File: config.mk
export PLATFORM = sky130hd
export DESIGN_NAME = prio_arbiter_ctrl
export DESIGN_NICKNAME = d
export VERILOG_FILES = /design/src/rtl/prio_arbiter_ctrl.sv
export SDC_FILE = /design/constraint.sdc
export NUM_CORES = 1
export LEC_CHECK = 0
export ABC_AREA = 1
export CORE_UTILIZATION = 45
export DETAILED_ROUTE_END_ITERATION = 8
export GPL_TIMING_DRIVEN = 0
export HOLD_SLACK_MARGIN = 0.06
export PLACE_DENSITY = 0.75
export SETUP_SLACK_MARGIN = 0.1
export SYNTH_ARGS = -nofsm -noshare
export SYNTH_HDL_FRONTEND = slang
export SYNTH_SLANG_ARGS = --single-unit
File: constraint.sdc
create_clock -name clk -period 2.3 [get_ports clk]
set_input_delay 0.23 -clock clk [delete_from_list [all_inputs] [get_ports clk]]
set_output_delay 0.23 -clock clk [all_outputs]
set_load 0.02 [all_outputs]
File: src/rtl/prio_arbiter_ctrl.sv
`default_nettype none
// ============================================================================
//  Module   : prio_arbiter_ctrl
//  Brief    : 8-requester arbiter with fixed-priority / round-robin selection,
//             grant hold until release, request drop or hold timeout.
//  Revision : 1.0 - initial release
// ============================================================================
module prio_arbiter_ctrl #(
    parameter int NUM_REQ  = 8,
    parameter int MAX_HOLD = 16,
    parameter int HCNT_W   = 5
) (
    input  logic               clk,
    input  logic               rst,
    input  logic [NUM_REQ-1:0] req,
    input  logic               rr_en,
    input  logic               req_release,
    output logic [NUM_REQ-1:0] grant,
    output logic [2:0]         grant_id,
    output logic               grant_valid,
    output logic               timeout
);

    localparam int          c_ID_W         = 3;
    localparam bit          c_HOLD_LIMITED = (MAX_HOLD != 0);
    localparam [HCNT_W-1:0] c_HOLD_MAX     = HCNT_W'(MAX_HOLD);

    typedef enum logic [0:0] {
        IDLE = 1'b0,
        BUSY = 1'b1
    } state_t;

    state_t              state_q,       state_d;
    logic [NUM_REQ-1:0]  grant_q,       grant_d;
    logic [c_ID_W-1:0]   grant_id_q,    grant_id_d;
    logic                grant_valid_q, grant_valid_d;
    logic                timeout_q,     timeout_d;
    logic [HCNT_W-1:0]   hold_cnt_q,    hold_cnt_d;
    logic [c_ID_W-1:0]   last_id_q,     last_id_d;

    logic [c_ID_W-1:0]   win_id;
    logic [c_ID_W-1:0]   rr_idx;
    logic                rr_found;
    logic                owner_drop;
    logic                hold_expired;

    // Round-robin walks downward from one below the last winner, wrapping 0 -> 7.
    always_comb begin
        win_id   = '0;
        rr_idx   = '0;
        rr_found = 1'b0;
        if (rr_en) begin
            for (int i = 0; i < NUM_REQ; i++) begin
                rr_idx = last_id_q - c_ID_W'(1) - c_ID_W'(i);
                if (!rr_found && req[rr_idx]) begin
                    win_id   = rr_idx;
                    rr_found = 1'b1;
                end
            end
        end else begin
            for (int i = 0; i < NUM_REQ; i++) begin
                if (req[i]) begin
                    win_id = c_ID_W'(i);
                end
            end
        end
    end

    assign owner_drop   = !req[grant_id_q];
    assign hold_expired = c_HOLD_LIMITED && (hold_cnt_q == c_HOLD_MAX);

    always_comb begin
        state_d       = state_q;
        grant_d       = grant_q;
        grant_id_d    = grant_id_q;
        grant_valid_d = grant_valid_q;
        timeout_d     = 1'b0;
        hold_cnt_d    = hold_cnt_q;
        last_id_d     = last_id_q;

        case (state_q)
            IDLE: begin
                if (|req) begin
                    state_d       = BUSY;
                    grant_d       = NUM_REQ'(1) << win_id;
                    grant_id_d    = win_id;
                    grant_valid_d = 1'b1;
                    hold_cnt_d    = HCNT_W'(1);
                    last_id_d     = win_id;
                end
            end
            BUSY: begin
                if (req_release || owner_drop || hold_expired) begin
                    state_d       = IDLE;
                    grant_d       = '0;
                    grant_id_d    = '0;
                    grant_valid_d = 1'b0;
                    hold_cnt_d    = '0;
                    timeout_d     = !req_release && !owner_drop;
                end else if (hold_cnt_q != {HCNT_W{1'b1}}) begin
                    hold_cnt_d = hold_cnt_q + HCNT_W'(1);
                end
            end
            default: state_d = IDLE;
        endcase
    end

    always_ff @(posedge clk) begin
        if (rst) begin
            state_q       <= IDLE;
            grant_q       <= '0;
            grant_id_q    <= '0;
            grant_valid_q <= 1'b0;
            timeout_q     <= 1'b0;
            hold_cnt_q    <= '0;
            last_id_q     <= '0;
        end else begin
            state_q       <= state_d;
            grant_q       <= grant_d;
            grant_id_q    <= grant_id_d;
            grant_valid_q <= grant_valid_d;
            timeout_q     <= timeout_d;
            hold_cnt_q    <= hold_cnt_d;
            last_id_q     <= last_id_d;
        end
    end

    assign grant       = grant_q;
    assign grant_id    = grant_id_q;
    assign grant_valid = grant_valid_q;
    assign timeout     = timeout_q;

endmodule
`default_nettype wire

==> results.cfg <==
[outcome]
status = finished with violations
violations = negative setup slack

[yosys]
synthCells = 338
synth_cell_type_count = 31
syn_area_sq_um = 2020
ys_top_cells_by_area = nand2_1, dfxtp_1, nand3_1
syn_area_per_cell_sq_um = 5.97
async_flop_share_pct = 0
yosysTopAreaCell = nand2_1
ys_ff_latch = 22
synth_warnings = 0
synth_fp_nets = 355
synth_edf_count = 0
synth-main-ff-cell = dfxtp_1
synth_top_area_share_pct = 23.8
yosysSeqAreaShare_pct = 21.8

[layout]
fill_cells = 392
layout_commonest_cell = nand2_1
fin_util_pct = 64.8
num_antenna_cells = 0
final_cells = 429
layout_common_cells = nand2_1, inv_1, nand3_1, nand2_2, clkdlybuf4s50_1
syn2layout_area_growth_pct = 33.0
drive_gt1_share_pct = 26.1
nets = 398

[sta]
post-route-period-util_pct = 105
setup_viol = 14
fmax_mhz = 412
finalWorstSetupSlack_ps = -125
min_period_ps = 2430
hold_violations = 0
skew_ps = 8.15
rsz0062_at_grt = yes
worstMarginPinSlew_ps = 441
slew_viol_final = 0
maxSlewHeadroom_pct = 70.6
fin_tns_setup_ps = -1350

[clock_network]
clk_path_buf_depth = 2
cts_tree = yes
clk_pin_slew_ps = 80
htree_levels = 1
worst_skew_pair.late_latency_ps = 270
root_buffer = clkbuf_8
cts_sinks = 22
postCtsHoldBufs = 0
cts_buffers = 3

[pwr]
finalPower_mw = 3.45
p_leak_nw = 1.29
peakVddDrop_uv = 796
p_per_area_nw_per_um2 = 1280

[drt]
dr_wl_met3_um = 282
ant_nets = 0
dr.pass1.iters = 5
drt-met1-wl_um = 2600
drt_iter0_drc = 119
via_per_inst = 5.29
post-route-drc-count = 0
wl_met2_um = 2430
top_layer = met4
wirelength_um = 5390
wl_per_cell_um = 12.6
vias = 2268

[floorplan]
std_cell_rows = 23
die_w_um = 69.0
initial_core_util_pct = 48.7
ioPinCount = 25
core_area_sq_um = 4140
die-area_sq_um = 4760
die_h_um = 69.0

[global_routing]
overflow = 0
grt_max_degree = 12
grt_antenna_before_repair = 0
grt_first_pass_wirelength_um = 8750
grt_usage_pct = 24.5
grt_pass1_vias = 1990

[worst_setup_path]
cp-end-kind = register
cp.arrival_ps = 2590
ff2ff_setup_slack_ps = -130
cp_max_fo = 8
startpoint_type = register
critPathKind = reg2reg
cp_data_required_time_ps = 2470

[flow_run]
cap_violations = 0

[hold_path]
hp-class = in2reg

[placed_design]
place.gp.congestion = 0.926
port-buffer-count = 23
post-place-ws_ps = -237
placed_cells_incl_taps = 411
dp_hpwl_um = 3950
synth_stat cells (2+ instances only):
cell type,n
a211oi_1,2
a21oi_1,5
buf_4,3
buf_6,3
dfxtp_1,22
ha_1,5
inv_1,34
inv_2,6
nand2_1,128
nand2_2,15
nand2_4,6
nand3_1,43
nand3_2,4
nand4_1,10
nor2_1,14
nor2_2,3
nor2_4,3
nor3_1,2
nor4_1,2
o21ai_0,10
o21ai_1,8
sequential cells by signal, indices dropped and copies added (netlist names):
register / flops
grant: 8
grant_valid: 1
last_id_q: 3
timeout: 1
grant_id: 3
hold_cnt_q: 5
state_q: 1
per-stage QoR:
stage	hold WS [ps]	cell area, sq um
final	404	2690
after global routing	436	2690
after CTS	402	2580
after detailed placement	439	2370
after global placement	431	2370
after floorplan	307	2080
cell families (layout without fill, tap and decap cells):
group                      count (synthesis)  after routing  synth area share, %
AOI/OAI and AO/OA                         31             31                 9.11
buffers and inverters                     47             88                 10.4
and+or+nand+nor                          233            233                 55.6
adders and majority gates                  5              5                 3.10
DFF                                       22             22                 21.8
worst paths after layout:
path / from / cells past startpoint / end
worst max register to register: last_id_q[0] / 19 / grant[6]
worst min register to register: grant_valid / 2 / grant_valid
worst max-delay path: last_id_q[0] / 19 / grant[6]
worst min-delay path: rst / 2 / state_q
repair_timing:
| item | 4_1_cts | 5_1_grt |
|---|---|---|
| setup endpoints to repair | 14 | 18 |
| cloned | 1 | 0 |
| resized for setup | 21 | 18 |
| buffers inserted | 9 | 5 |
| pin swaps | 21 | 4 |
cell type report:
type | count | area [sq um] | area share, %
clock buffers | 3 | 41.3 | 1.54
flip-flops and latches | 22 | 442 | 16.4
plain buffers | 7 | 75.1 | 2.79
well taps | 50 | 62.6 | 2.33
multi-input cells | 269 | 1550 | 57.5
repair buffers | 38 | 363 | 13.5
inverters | 40 | 158 | 5.87
layer usage:
| layer | vias to the layer above | track usage [%] |
|---|---|---|
| met5 | - | 0 |
| met4 | 0 | 5.61 |
| met3 | 10 | 4.11 |
| met2 | 59 | 39.2 |
| met1 | 1022 | 34.1 |
| li1 | 1177 | - |
power breakdown:
part | switching, mW | internal (mW) | leakage (nW) | total, mW
combinational | 1.66 | 1.06 | 1.09 | 2.72
clock | 0.123 | 0.117 | 0.0216 | 0.240
sequential | 0.0563 | 0.439 | 0.180 | 0.495
total | 1.84 | 1.62 | 1.29 | 3.45
worst max-delay path: stages, from the launching register on:
cell      delay, ps
dfxtp_2         370
inv_4            40
buf_6           110
ha_4            320
inv_4            60
buf_8           140
nand2_2          70
nand2_1          90
nand2_2          90
nand2_4          60
nor2_4          130
nand4_4         110
nor2_4          170
nand2_1          70
nand3b_1        110
nand3_2         100
nand2_4         130
inv_4            60
nand3_2          70
nand2_1          40
Note: power is estimated with default switching activity, not from simulation.
